--- src/rtl/seq_mul8.sv ---
// Multi-cycle unsigned shift-add multiplier: one ripple-carry add and right shift per cycle,
// with a start/busy/done handshake and a product register that updates only on completion.
module seq_mul8 #(
   parameter int WIDTH = 8,
   parameter int CNT_W = 4
) (
   input  logic                 clk,
   input  logic                 rst,
   input  logic                 start,
   input  logic [WIDTH-1:0]     a,
   input  logic [WIDTH-1:0]     b,
   output logic                 busy,
   output logic                 done,
   output logic [2*WIDTH-1:0]   product
);

   typedef enum logic [1:0] {
      S_IDLE,
      S_RUN,
      S_DONE
   } state_t;

   state_t               state_q;
   logic [WIDTH-1:0]     m_q;
   logic [WIDTH-1:0]     acc_q;
   logic [WIDTH-1:0]     q_q;
   logic [CNT_W-1:0]     cnt_q;
   logic                 busy_q;
   logic                 done_q;
   logic [2*WIDTH-1:0]   product_q;

   logic [WIDTH-1:0]     addend;
   logic [WIDTH-1:0]     sum;
   logic                 carry;
   logic [WIDTH-1:0]     acc_d;
   logic [WIDTH-1:0]     q_d;

   // Ripple-carry add of M into ACC when the current multiplier LSB is set.
   // NOTE: every always_comb output gets a default first so no path can infer a latch.
   always_comb begin
      addend = q_q[0] ? m_q : '0;
      sum    = '0;
      carry  = 1'b0;
      for (int i = 0; i < WIDTH; i++) begin
         sum[i] = acc_q[i] ^ addend[i] ^ carry;
         carry  = (acc_q[i] & addend[i]) | (carry & (acc_q[i] ^ addend[i]));
      end
      // The carry-out becomes the new ACC MSB; the sum LSB moves into Q.
      acc_d = {carry, sum[WIDTH-1:1]};
      q_d   = {sum[0], q_q[WIDTH-1:1]};
   end

   // NOTE: sequential state uses non-blocking assignments so every register samples pre-edge values.
   always_ff @(posedge clk) begin
      if (rst) begin
         state_q   <= S_IDLE;
         m_q       <= '0;
         acc_q     <= '0;
         q_q       <= '0;
         cnt_q     <= '0;
         busy_q    <= 1'b0;
         done_q    <= 1'b0;
         product_q <= '0;
      end else begin
         case (state_q)
            S_IDLE, S_DONE: begin
               done_q <= 1'b0;
               if (start) begin
                  m_q     <= a;
                  q_q     <= b;
                  acc_q   <= '0;
                  cnt_q   <= '0;
                  busy_q  <= 1'b1;
                  state_q <= S_RUN;
               end else begin
                  busy_q  <= 1'b0;
                  state_q <= S_IDLE;
               end
            end
            S_RUN: begin
               acc_q <= acc_d;
               q_q   <= q_d;
               cnt_q <= cnt_q + 1'b1;
               if (cnt_q == CNT_W'(WIDTH - 1)) begin
                  product_q <= {acc_d, q_d};
                  busy_q    <= 1'b0;
                  done_q    <= 1'b1;
                  state_q   <= S_DONE;
               end
            end
            default: begin
               busy_q  <= 1'b0;
               done_q  <= 1'b0;
               state_q <= S_IDLE;
            end
         endcase
      end
   end

   assign busy    = busy_q;
   assign done    = done_q;
   assign product = product_q;

endmodule

--- config.mk ---
export PLATFORM = sky130hd
export DESIGN_NAME = seq_mul8
export DESIGN_NICKNAME = d
export VERILOG_FILES = /design/src/rtl/seq_mul8.sv
export SDC_FILE = /design/constraint.sdc
export NUM_CORES = 1
export LEC_CHECK = 0
export CORE_ASPECT_RATIO = 0.9
export CORE_UTILIZATION = 50
export DETAILED_ROUTE_END_ITERATION = 8
export GPL_ROUTABILITY_DRIVEN = 1
export PLACE_DENSITY_LB_ADDON = 0.1
export SYNTH_ARGS = -nofsm -noshare
export SYNTH_HDL_FRONTEND = slang
export SYNTH_SLANG_ARGS = --single-unit
export TNS_END_PERCENT = 1
--- constraint.sdc ---
create_clock -name clk -period 6 [get_ports clk]
set_clock_uncertainty 0.15 [all_clocks]
set_input_delay 0.9 -clock clk [delete_from_list [all_inputs] [get_ports clk]]
set_output_delay 0.9 -clock clk [all_outputs]
set_load 0.01 [all_outputs]
==> impl_metrics.csv <==
group,metric,value,unit
timing,hold_violations,0,
power,pwr-share-clk,31.7,%
timing,clock.fmax,249,MHz
routing,firstDrtPassIters,5,
critical_path,end_kind,"register",
cts,htreeDepth,2,
cts,cts_resized,0,
timing,worst_slack,1.99,ns
logic_synthesis,seq_area_frac_synth,50.3,%
power,p_int,0.000430,W
logic_synthesis,yosysWarnings,0,
die,die_w,67.2,um
logic_synthesis,post-synth-top-count-cell,"dfxtp_1",
critical_path,reg2reg_depth,11,
logic_synthesis,synth_fp_nets,220,
power,sw_frac_of_total,24.0,%
routing,routedWlPerCell,15.8,um
critical_path,rrSetupSlack,1.99,ns
critical_path,worstPathRequired,6.04,ns
logic_synthesis,synth_area_leaders,"dfxtp_1 50%, fa_1 7.3%, o2bb2ai_1 6.9%",
timing,finalSetupTns,0,ns
power,p_sw,0.000136,W
logic_synthesis,synth_area,1910,um2
cells_and_area,stdcell_area,2350,um2
power,ir_worst_vdd,0.000196,V
die,chipHeight,60.6,um
timing,hold_ws,0.306,ns
timing,timing.final.crit_share,66.8,%
critical_path,timing.critical_path.buf_inv,1,
timing,slew_violations,0,
logic_synthesis,synth_edf_count,0,
global_routing,track_usage,22.3,%
cts,cts-buffers-inserted,5,
cts,hold_buffers,0,
global_routing,gr-total-overflow,0,
critical_path,start_kind,"register",
timing,setup_viol,0,
timing,fin_crit,4.01,ns
global_routing,grt_pass1_wl,6.60,mm
critical_path,r2r_start,"q_q[0]$_SDFFE_PP0P_",
cts,cts_tree,"done",
cts,clk_pin_slew,0.08,ns
global_routing,grt_pass1_vias,1434,
logic_synthesis,async_flop_share,0,%
flow_run,max_cap_violations,0,
routing,ant_nets,0,
cts,cts_root_buf,"clkbuf_8",
critical_path,r2r-end,"product[15]$_SDFFE_PP0P_",
die,initial_core_util,54.5,%
placement,gp_congestion,0.763,
critical_path,cp_slowest_cell,"dfxtp_1",
min_path,worstHoldEndpoint,"m_q[0]$_SDFFE_PP0P_",
routing,routed_wl,4.20,mm
power,power_density,241,nW/um2
die,rows,20,
status,status,"finished clean",
timing,tightest_slew,1.25,ns
min_path,hold_start,"m_q[0]$_SDFFE_PP0P_",
critical_path,crit_chain,"and2_1 > ha_1 > inv_1 > fa_1 > fa_1 > fa_1 > fa_1 > fa_1 > fa_1 > fa_1 > a311oi_1",
routing,first_iter_violations,93,
routing,via_per_inst,5.76,
global_routing,antenna_found_initial,0,
min_path,worst_hold_path_type,"register to register",
global_routing,grt_max_degree,30,
routing,drt_drc_violations_left,0,
power,p_leak,0.780,nW
cells_and_area,nNetsFinal,250,
logic_synthesis,synth-seq-cells,48,
critical_path,crit_family,"adder cells",
cts,clk_latency,0.30,ns
min_path,min_path_cells,2,
power,seq_power_share,59.1,%
critical_path,crit_path_max_incr_delay,0.47,ns
critical_path,cp_common_cell,"fa_1",
logic_synthesis,synthTopCellsByCount,"48 x dfxtp_1, 24 x a21oi_1, 23 x nand2_1",
die,coreArea,3500,um2
cells_and_area,layout-drive-gt1-share,4.95,%
logic_synthesis,yosysTopAreaCell,"dfxtp_1",
placement,hpwl,2.93,mm
logic_synthesis,synthFlopType,"dfxtp_1",
critical_path,cp_max_fo,9,
logic_synthesis,syn_area_per_cell,9.95,um2
critical_path,cp_data_arrival_time,4.05,ns
cells_and_area,area_growth,22.9,%
logic_synthesis,synth_cell_types,33,
cts,post_cts.repair.setup_buffers,0,
placement,placed_area,2270,um2
die,die-area,4070,um2
cts,cts_sinks,48,
placement,post-place-ws,1.99,ns
routing,num_vias,1531,
power,p_comb_share,9.2,%
critical_path,criticalPathCategory,"register to register",
cells_and_area,antennaDiodeCount,0,
placement,port_buffers,36,
logic_synthesis,synth_top_area_share,50.3,%
timing,rsz0062_at_grt,"false",
timing,timing.slew.headroom,16.7,%
cells_and_area,fillerInstances,289,
die,io_pins,37,
cells_and_area,finish.utilization,67.0,%
cts,cts.path.max_buffers,2,
logic_synthesis,synth_cells,192,
## layer usage
layer | track usage, % | routed length, um | vias up
met5 | 0 | 0 | -
met3 | 4.89 | 213 | 9
met1 | 28.8 | 1900 | 746
met4 | 10.6 | 70 | 0
met2 | 35.9 | 2020 | 45
li1 | - | - | 731
## registers in the layout, summed over array words and instances (netlist names)
register	cells
acc_q	8
busy	1
cnt_q	4
done	1
m_q	8
product	16
q_q	8
state_q	2
## worst max-delay path by stage
stage,start,end,slack [ns],cells after the start
final,q_q[0]$_SDFFE_PP0P_,product[15]$_SDFFE_PP0P_,1.99,11
after global placement,q_q[0]$_SDFFE_PP0P_,product[14]$_SDFFE_PP0P_,2.08,11
after detailed placement,q_q[0]$_SDFFE_PP0P_,product[15]$_SDFFE_PP0P_,1.99,11
after floorplan,q_q[0]$_SDFFE_PP0P_,acc_q[6]$_SDFFE_PP0P_,2.08,12
after global routing,q_q[0]$_SDFFE_PP0P_,product[15]$_SDFFE_PP0P_,1.79,11
after CTS,q_q[0]$_SDFFE_PP0P_,product[15]$_SDFFE_PP0P_,1.96,11
## final cells by class
cell class	count	area, um2	area share, %
timing repair buffer	37	368	15.7
multi-input combinational	121	847	36.1
tap	44	55.1	2.35
inverter	9	38.8	1.65
clock inverter	1	5.00	0.213
clock buffer	6	72.6	3.09
sequential	48	961	40.9
## metrics by stage
step                      std cells  total power (W)
after floorplan                 192         0.000372
after detailed placement        259         0.000393
after CTS                       266         0.000567
final                           266         0.000566
after global routing            266         0.000588
after global placement          259         0.000391
## tightest hold or removal path, cell delays in order, from the launching register on
cell	delay [ns]
dfxtp_1	0.31
nand2_1	0.05
a21oi_1	0.05
## layout by cell type, fill, tap and decap left out
| cell | n |
|---|---|
| nand2b_1 | 2 |
| a311oi_1 | 1 |
| fa_1 | 7 |
| clkinv_2 | 1 |
| nor2b_1 | 1 |
| and2b_1 | 1 |
| clkdlybuf4s50_1 | 36 |
| a211oi_1 | 1 |
| ha_1 | 2 |
| clkbuf_1 | 1 |
| nor3b_1 | 1 |
| nand3b_1 | 1 |
| nand2_1 | 23 |
| or2b_1 | 1 |
| inv_1 | 8 |
| nor2_1 | 3 |
| a21oi_1 | 24 |
| dfxtp_1 | 48 |
| o21ai_0 | 2 |
| or3b_1 | 1 |
| nor3_2 | 1 |
| nand4_1 | 1 |
| and3b_1 | 1 |
| o2bb2ai_1 | 15 |
| clkbuf_8 | 5 |
| a22o_1 | 7 |
| or2_1 | 1 |
| and2_1 | 1 |
| mux2_2 | 2 |
| nand3_1 | 12 |
| a22oi_1 | 8 |
| clkinv_4 | 1 |
| buf_4 | 1 |
| a21o_1 | 1 |
## kinds of logic after synthesis
group | Yosys count | share of synthesized area [%]
AO/OA/AOI/OAI | 59 | 21.3
adder cells (fa/ha/maj) | 9 | 8.64
buffers and inverters | 23 | 5.37
flip-flops | 48 | 50.3
multiplexers | 2 | 1.18
AND/OR/NAND/NOR | 51 | 13.2
## power by group through the flow
| stage | clock, W | sequential [W] | combinational (W) |
|---|---|---|---|
| final | 0.000179 | 0.000334 | 0.0000522 |
| after global routing | 0.000195 | 0.000336 | 0.0000566 |
| after CTS | 0.000181 | 0.000334 | 0.0000518 |
| after detailed placement | 0 | 0.000342 | 0.0000516 |
| after global placement | 0 | 0.000341 | 0.0000501 |
| after floorplan | 0 | 0.000339 | 0.0000325 |
(Power assumes the default switching activity.)
